`config.mk`:
```
export PLATFORM = sky130hd
export DESIGN_NAME = count_distance_timer
export DESIGN_NICKNAME = d
export VERILOG_FILES = /design/src/rtl/count_distance_timer.sv
export SDC_FILE = /design/constraint.sdc
export NUM_CORES = 1
export LEC_CHECK = 0
export BUFFER_PORTS_ARGS = -buffer_cell sky130_fd_sc_hd__clkbuf_2
export CAP_MARGIN = 15
export CORE_MARGIN = 2
export CORE_UTILIZATION = 63
export CTS_CLUSTER_DIAMETER = 50
export DETAILED_ROUTE_END_ITERATION = 12
export GPL_ROUTABILITY_DRIVEN = 0
export GPL_TIMING_DRIVEN = 0
export PLACE_DENSITY = 0.91
export SYNTH_ARGS = -nofsm -noshare
export SYNTH_HDL_FRONTEND = slang
export SYNTH_SLANG_ARGS = --single-unit
```
`constraint.sdc`:
```
create_clock -name clk_i -period 7.14 [get_ports clk_i]
set_clock_uncertainty 0.2 [all_clocks]
set_input_delay 1.428 -clock clk_i [delete_from_list [all_inputs] [get_ports clk_i]]
set_output_delay 1.428 -clock clk_i [all_outputs]
set_load 0.03 [all_outputs]
```
`src/rtl/count_distance_timer.sv`:
```
// Elapsed-tick counter with a registered |count - target| distance and early/late flags.
// A start captures the target; counting ends on stop_i or on an optional overrun timeout.
module count_distance_timer #(
  parameter int WIDTH   = 16,
  parameter int TIMEOUT = 0
) (
  input  logic             clk_i,
  input  logic             rst_i,
  input  logic             tick_i,
  input  logic             start_i,
  input  logic             stop_i,
  input  logic [WIDTH-1:0] target_i,
  output logic [WIDTH-1:0] count_o,
  output logic [WIDTH-1:0] distance_o,
  output logic             late_o,
  output logic             on_target_o,
  output logic             busy_o,
  output logic             done_o,
  output logic             timeout_o,
  output logic             sat_o
);

  localparam logic [1:0]       S_IDLE  = 2'd0;
  localparam logic [1:0]       S_RUN   = 2'd1;
  localparam logic [1:0]       S_HOLD  = 2'd2;
  localparam logic [WIDTH-1:0] CNT_MAX = '1;
  localparam logic [WIDTH:0]   TO_LIM  = (WIDTH+1)'(TIMEOUT);
  localparam bit               TO_EN   = (TIMEOUT != 0);

  logic [1:0]       state_q, state_d;
  logic [WIDTH-1:0] cnt_q, cnt_d;
  logic [WIDTH-1:0] tgt_q, tgt_d;
  logic [WIDTH-1:0] dist_q, dist_d;
  logic             late_q, late_d;
  logic             ont_q, ont_d;
  logic             done_q, done_d;
  logic             to_q, to_d;
  logic             sat_q, sat_d;

  always_comb begin
    state_d = state_q;
    cnt_d   = cnt_q;
    tgt_d   = tgt_q;
    to_d    = to_q;
    sat_d   = sat_q;
    done_d  = 1'b0;
    case (state_q)
      S_RUN: begin
        // stop beats a simultaneous tick, so the tick is dropped
        if (stop_i) begin
          state_d = S_HOLD;
          done_d  = 1'b1;
        end else if (tick_i) begin
          if (cnt_q != CNT_MAX) cnt_d = cnt_q + 1'b1;
          if (cnt_d == CNT_MAX) sat_d = 1'b1;
          if (TO_EN && (cnt_d > tgt_q) && ({1'b0, cnt_d - tgt_q} >= TO_LIM)) begin
            state_d = S_HOLD;
            done_d  = 1'b1;
            to_d    = 1'b1;
          end
        end
      end
      default: begin
        if (start_i) begin
          state_d = S_RUN;
          cnt_d   = '0;
          tgt_d   = target_i;
          to_d    = 1'b0;
          sat_d   = 1'b0;
        end
      end
    endcase
    // flags come from the next count so they line up with count_o
    late_d = (cnt_d > tgt_d);
    ont_d  = (cnt_d == tgt_d);
    dist_d = late_d ? (cnt_d - tgt_d) : (tgt_d - cnt_d);
  end

  always_ff @(posedge clk_i or posedge rst_i) begin
    if (rst_i) begin
      state_q <= S_IDLE;
      cnt_q   <= '0;
      tgt_q   <= '0;
      dist_q  <= '0;
      late_q  <= 1'b0;
      ont_q   <= 1'b1;
      done_q  <= 1'b0;
      to_q    <= 1'b0;
      sat_q   <= 1'b0;
    end else begin
      state_q <= state_d;
      cnt_q   <= cnt_d;
      tgt_q   <= tgt_d;
      dist_q  <= dist_d;
      late_q  <= late_d;
      ont_q   <= ont_d;
      done_q  <= done_d;
      to_q    <= to_d;
      sat_q   <= sat_d;
    end
  end

  assign count_o     = cnt_q;
  assign distance_o  = dist_q;
  assign late_o      = late_q;
  assign on_target_o = ont_q;
  assign busy_o      = (state_q == S_RUN);
  assign done_o      = done_q;
  assign timeout_o   = to_q;
  assign sat_o       = sat_q;

endmodule

```
==> results of run 1 <==
## cell usage after synthesis, drive strengths merged, types with 5 or more instances
cell type | number | area, um2
a211oi | 7 | 57.55
o21ai | 20 | 100.1
ha | 22 | 275.3
o211ai | 7 | 62.56
xnor2 | 14 | 122.6
mux2i | 18 | 183.9
nand3 | 16 | 85.08
nor3 | 14 | 86.34
and3 | 5 | 31.28
nor4 | 8 | 50.05
buf | 18 | 116.4
inv | 44 | 165.2
nand2 | 33 | 123.9
dfrtp | 53 | 1326
a21o | 5 | 37.54
a31o | 5 | 43.79
clkbuf | 7 | 26.28
nand4 | 10 | 68.81
and2 | 11 | 68.82
a21oi | 28 | 140.1
a31oi | 8 | 50.05
nor2 | 36 | 145.1
xor2 | 5 | 43.79
and4 | 5 | 51.30
o31ai | 5 | 37.54
## sequential cells by signal (all words and copies together), names as in the netlist
name,cells
tgt_q,16
distance_o,16
late_o,1
done_o,1
count_o,16
on_target_o,1
state_q,2
sat_o,1
## through the flow
step                        util  cells  worst slack, ns
after floorplan                -    470            2.233
after global placement    0.7113    604            1.328
after detailed placement  0.7145    605            1.202
after CTS                 0.7312    613            1.472
after global routing      0.7312    613            1.038
final                     0.7312    613            1.288
## cells by family (layout without fill, tap and decap cells)
kind of cell | Yosys count | after routing | share of synthesized area
AOI/OAI and AO/OA | 129 | 129 | 0.2303
xor gates and xnor gates | 19 | 19 | 0.04024
adders and majority gates | 23 | 23 | 0.07141
buffers and inverters | 69 | 135 | 0.07443
DFF | 54 | 54 | 0.3271
muxes | 19 | 19 | 0.04720
other | 1 | 1 | 0.0009068
and+or+nand+nor | 156 | 156 | 0.2085
## final cells by class
| type | instances | area, um2 |
|---|---|---|
| Multi-Input combinational cell | 347 | 2475 |
| Fill cell | 459 | 1707 |
| Sequential cell | 54 | 1353 |
| Timing Repair Buffer | 58 | 305.3 |
| Inverter | 44 | 165.2 |
| Buffer | 25 | 142.6 |
| Tap cell | 77 | 96.34 |
| Clock buffer | 7 | 76.32 |
| Clock inverter | 1 | 30.03 |
## power by group through the flow
stage	sequential, mW	clock, mW	combinational, mW
floorplan	0.568	0	0.735
global placement	0.460	0	1.07
detailed placement	0.465	0	1.10
CTS	0.459	0.207	1.13
global route	0.468	0.218	1.25
finish	0.461	0.208	1.15
## worst register-to-register path: cells and delay by family (launching register included)
kind,cells,cell delay [ns]
compound gates,1,0.13
fa+ha+maj,2,0.47
xor+xnor,1,0.16
mux,1,0.28
buf+inv,4,0.97
simple gates,7,2.34
flops,1,0.51
## path summary, 6_finish.rpt
path | cells past startpoint | slack (ns) | end | startpoint
max in group asynchronous | 3 | 5.18 | on_target_o$_DFF_PP1_ | rst_i
worst min register to register | 2 | 0.30 | tgt_q[15]$_DFF_PP0_ | tgt_q[15]$_DFF_PP0_
worst min-delay path | 2 | 0.30 | tgt_q[15]$_DFF_PP0_ | tgt_q[15]$_DFF_PP0_
worst max-delay path | 16 | 1.29 | distance_o[12]$_DFF_PP0_ | stop_i
worst max register to register | 16 | 1.96 | distance_o[12]$_DFF_PP0_ | count_o[0]$_DFF_PP0_
min in group asynchronous | 2 | 0.93 | done_o$_DFF_PP0_ | rst_i
## layer usage
metal  vias to the layer above  track usage  wire [um]
li1                       1840            -          -
met3                        69      0.05447       1240
met1                      1900       0.4534       4600
met2                       337       0.5270       5415
met4                         0       0.1299        506
met5                         -            0          0
==> key figures, run 1 <==
Clock tree
  • Insertion delay to the later sink of the worst-skew pair: 0.32 ns
  • Root Buffer Master: clkbuf_8
  • Clock sinks: 54
  • Post-CTS Setup Bufs: 0
  • Post-CTS Resized: 0
  • CTS tree: yes
  • Hold buffers post-CTS: 0
  • H-tree Lvls: 2
  • Clock tree buffer depth: 2
  • Num CTS Buffers: 5
  • Reg clk slew, reported paths: roughly 0.090 ns

Power and ir drop
  • Comb power frac: 0.633
  • Psw: ~0.89 mW
  • Internal power: about 0.93 mW
  • Sequential share of power: 0.253
  • Static Leakage: roughly 2.2 nW
  • Maximum vdd ir drop: ~0.00030 V
  • PD cells: 392.2 nW/um2
  • Clock share of power: 0.114
  • Net Sw Frac: 0.4892
  • Overall power: 1.821 mW

Route
  • Antenna Nets Post-Route: 0
  • Final WL: approximately 12,000 um
  • Vias per cell: slightly below 7
  • Pre-antenna DRT Iters: 6
  • DR WL/cell: 19.19 um
  • Via count: between 4,000 and 5,000
  • Number of remaining DRC errors: 0
  • DRT iter0 DRCs: 412

Floorplanning
  • Die X: approximately 85 um
  • Row Count: 29
  • Core Region: about 6300 um2
  • Die Height: ~85 um
  • Die ar.: 7228 um2
  • Initial Util: 0.6512
  • Ports: 59

STA
  • Hold Slack: 0.2996 ns
  • Setup TNS Final: 0 ns
  • Period utilization: 0.8195
  • RSZ-0062 raised after global routing: false
  • Min cycle time layout: ~5.9 ns
  • Fmax: around 170 MHz
  • Max transition margin: 0.5326
  • Endpoints failing setup: 0
  • Slew Limit Fails: 0
  • Actual transition at the worst max-transition pin: between 0.6 and 0.7 ns
  • Final hold vios: 0

Placement
  • Detail Placement HPWL: 8730 um
  • IO Port Bufs: between 50 and 60
  • DP Area: 4537 um2

Worst setup path
  • CP startpoint kind: input pin
  • Max FO, Critical Path: 10
  • CP top delay family: simple AND/OR/NAND/NOR gates
  • Most frequent CP cell: clkbuf_1
  • Critical path cell sequence: clkbuf_2, nand4bb_1, buf_2, nor4_1, mux2i_1, and2_1, ha_1, clkbuf_1, nand4_1, or4_1, clkbuf_1, nand2_1, inv_1, nor2_1, a31oi_1, xor2_1
  • Crit path largest cell delay: between 0.6 and 0.7 ns
  • Worst EP arrival: 5.84 ns
  • Worst EP required: approximately 7.1 ns
  • CP Class: in2reg
  • Worst Path Buf+Inv: 5
  • Crit path capture type: flop
  • Slowest-stage cell, CP: nor4_1

Yosys
  • Register area share after synthesis: 0.3271
  • Cell variety after synth: 85
  • Synthesized cell area: about 4100 um2
  • Synth Register Bits: 54
  • Most used DFF post-synth: dfrtp_1
  • Synthesized area per cell: slightly below 9 um2
  • Yosys warnings: 0
  • Syn_nets: 514
  • Post-Syn Instances: between 400 and 500
  • Number of synthesized flops with an enable pin: 0
  • Post-synth ARST share: 1.000

Job
  • MaxCap Viol Count: 0

Global routing
  • Grt total ovfl: 0
  • First-pass GRT wire length: between 15,000 and 20,000 um
  • Initial antenna violation count: 0
  • Largest net degree at the start of global routing: 32
  • GRT Resource Usage Total: 0.3309
  • Number of global-route vias before repair: around 3,900

Final layout
  • Area growth syn-to-layout: 12.28%
  • Fin nets: slightly below 600
  • Layout cell share with drive strength beyond 1: 0.2071
  • Most common cell after layout, fill and taps aside: clkbuf_2
  • Most frequent cells in the layout: 57 x clkbuf_2, 53 x dfrtp_1, 42 x inv_1, 34 x nor2_1, 33 x nand2_1
  • Finished Cell Area: 4643 um2
  • Ant. Diodes: 0

Worst hold path
  • Tightest Hold Check Type: reg2reg

Run status
  • Outcome: complete, no violations
Note: power is estimated with default switching activity, not from simulation.
==> run 2, diff against run 1 <==
--- a/config.mk
+++ b/config.mk
@@ -8,12 +8,12 @@
 export BUFFER_PORTS_ARGS = -buffer_cell sky130_fd_sc_hd__clkbuf_2
 export CAP_MARGIN = 15
 export CORE_MARGIN = 2
-export CORE_UTILIZATION = 63
+export CORE_UTILIZATION = 58
 export CTS_CLUSTER_DIAMETER = 50
 export DETAILED_ROUTE_END_ITERATION = 12
 export GPL_ROUTABILITY_DRIVEN = 0
 export GPL_TIMING_DRIVEN = 0
-export PLACE_DENSITY = 0.91
+export PLACE_DENSITY = 0.85
 export SYNTH_ARGS = -nofsm -noshare
 export SYNTH_HDL_FRONTEND = slang
 export SYNTH_SLANG_ARGS = --single-unit
==> constraint.sdc (replaced) <==
create_clock -name clk_i -period 5.52 [get_ports clk_i]
set_clock_uncertainty 0.2 [all_clocks]
set_input_delay 1.104 -clock clk_i [delete_from_list [all_inputs] [get_ports clk_i]]
set_output_delay 1.104 -clock clk_i [all_outputs]
set_load 0.03 [all_outputs]
==> run 2 against run 1 <==
Effect of this change: wire length shrank 0.58%; clock power up 13%; clock-buffer cell count shrank 1; design area is 0.43% higher; core utilization fell by 4.9 points; non-clock buffer count did not move; sequential share of layout area down 0.13 points; global-route usage shrank 2.2 points; worst hold slack better by 0.025 ns; largest cell class unchanged.
==> key figures, run 2 (synthesis results as in run 1) <==
Floorplanning
  • Die ar.: 7821 um2
  • Core Region: a little under 7000 um2
  • Row Count: 30
  • Die X: between 80 and 90 um
  • Die Height: ~88 um
  • Ports: 59
  • Initial Util: 0.6053

STA
  • RSZ-0062 raised after global routing: false
  • Max transition margin: 0.5298
  • Min cycle time layout: between 5 and 6 ns
  • Period utilization: 0.9347
  • Post-route setup slack: roughly 0.36 ns
  • Endpoints failing setup: 0
  • Actual transition at the worst max-transition pin: between 0.6 and 0.7 ns
  • Fmax: around 190 MHz
  • Final hold vios: 0
  • Slew Limit Fails: 0

Clock tree
  • Num CTS Buffers: 5
  • CTS tree: yes
  • Clock tree buffer depth: 2
  • H-tree Lvls: 2
  • Hold buffers post-CTS: 0
  • Insertion delay to the later sink of the worst-skew pair: 0.32 ns
  • Reg clk slew, reported paths: about 0.10 ns
  • Root Buffer Master: clkbuf_8
  • Clock sinks: 54
  • Post-CTS Setup Bufs: 0

Final layout
  • Fin nets: 579
  • Most frequent cells in the layout: 58 x clkbuf_2, 53 x dfrtp_1, 42 x inv_1, 34 x nor2_1, 33 x nand2_1
  • Layout cell share with drive strength beyond 1: 0.2146
  • Area growth syn-to-layout: 12.77%
  • Ant. Diodes: 0
  • Finished Cell Area: approximately 4700 um2
  • Most common cell after layout, fill and taps aside: clkbuf_2
  • Final Util: 0.6826

Global routing
  • Number of global-route vias before repair: around 3,900
  • Met1 Use GR: 0.4107
  • Routing usage on met3: 0.04851
  • GR Util met2: 0.5051
  • Initial antenna violation count: 0
  • Grt total ovfl: 0
  • Gr busiest metal: met2
  • GRT Resource Usage Total: 0.3091
  • First-pass GRT wire length: 18,730 um
  • Largest net degree at the start of global routing: 32

Route
  • Vias per cell: around 6.5
  • Number of remaining DRC errors: 0
  • Antenna Nets Post-Route: 0
  • Pre-antenna DRT Iters: 6
  • Via count: 4,126
  • Final WL: around 12,000 um
  • DR WL/cell: ~19 um
  • DRT iter0 DRCs: ~500

Power and ir drop
  • PD cells: roughly 500 nW/um2
  • Maximum vdd ir drop: 0.0002986 V
  • Static Leakage: between 2 and 2.5 nW

Placement
  • DP Area: 4561 um2
  • IO Port Bufs: 57
  • Placement Setup Slack: -0.04206 ns
  • Detail Placement HPWL: ~8800 um

Worst setup path
  • CP startpoint kind: input pin
  • Crit path capture type: flop
  • Worst EP arrival: 5.14 ns
  • Worst R2R Setup Slack: 0.40 ns
  • Max FO, Critical Path: 10
  • Worst EP required: roughly 5.5 ns
  • CP Class: in2reg

Worst hold path
  • Tightest Hold Check Type: reg2reg

Job
  • MaxCap Viol Count: 0

Run status
  • Outcome: complete, no violations
run 2: stage by stage:
stage          power (mW)  cells  hold WS [ns]  setup TNS, ns
3_5_place_dp        2.031    624        0.2955       -0.05092
5_1_grt             2.464    632        0.3490              0
6_report            2.319    632        0.3244              0
3_3_place_gp        1.984    623        0.2737              0
2_1_floorplan       1.686    470        0.2520              0
4_1_cts             2.287    632        0.3314              0
run 2: timing repair:
item	in CTS	in global routing
resized for setup	0	2
hold endpoints to repair	0	0
setup endpoints to repair	0	5
run 2: report_power, final:
part,internal [mW],total (mW),switching (mW)
Combinational,0.525,1.49,0.964
Sequential,0.541,0.597,0.0556
Clock,0.101,0.234,0.132
Total,1.17,2.32,1.15
run 2: final cells by class:
type / count / area (um2)
flip-flops and latches: 54 / 1353
fillers: 590 / 2168
inverters: 44 / 165.2
repair buffers: 58 / 305.3
well taps: 96 / 120.1
plain buffers: 25 / 143.9
clock buffers: 6 / 82.58
multi-input cells: 347 / 2481
clock inverters: 2 / 12.51
run 2: critical path, stage by stage:
cell and delay [ns]:
clkbuf_2 0.12, nand4bb_1 0.22, buf_2 0.24, nor4_2 0.40, mux2i_1 0.19, and2_1 0.20, ha_1 0.26, clkbuf_1 0.36
nand4_1 0.27, or4_1 0.53, clkbuf_1 0.20, nand2_1 0.34, inv_1 0.19, nor2_1 0.21, a31oi_1 0.13, xor2_1 0.16
run 2: worst paths after layout:
kind | cells past startpoint | endpoint | start
worst min register to register | 1 | sat_o$_DFFE_PP0P_ | sat_o$_DFFE_PP0P_
worst min-delay path | 1 | sat_o$_DFFE_PP0P_ | sat_o$_DFFE_PP0P_
worst max register to register | 20 | distance_o[12]$_DFF_PP0_ | count_o[0]$_DFF_PP0_
worst max-delay path | 16 | distance_o[12]$_DFF_PP0_ | stop_i
min in group asynchronous | 2 | sat_o$_DFFE_PP0P_ | rst_i
max in group asynchronous | 3 | distance_o[7]$_DFF_PP0_ | rst_i
run 2: metal layers:
| layer | vias to the layer above | part of all wire |
|---|---|---|
| li1 | 1847 | - |
| met1 | 1936 | 0.41 |
| met2 | 283 | 0.47 |
| met3 | 60 | 0.087 |
| met4 | 0 | 0.038 |
| met5 | - | 0 |
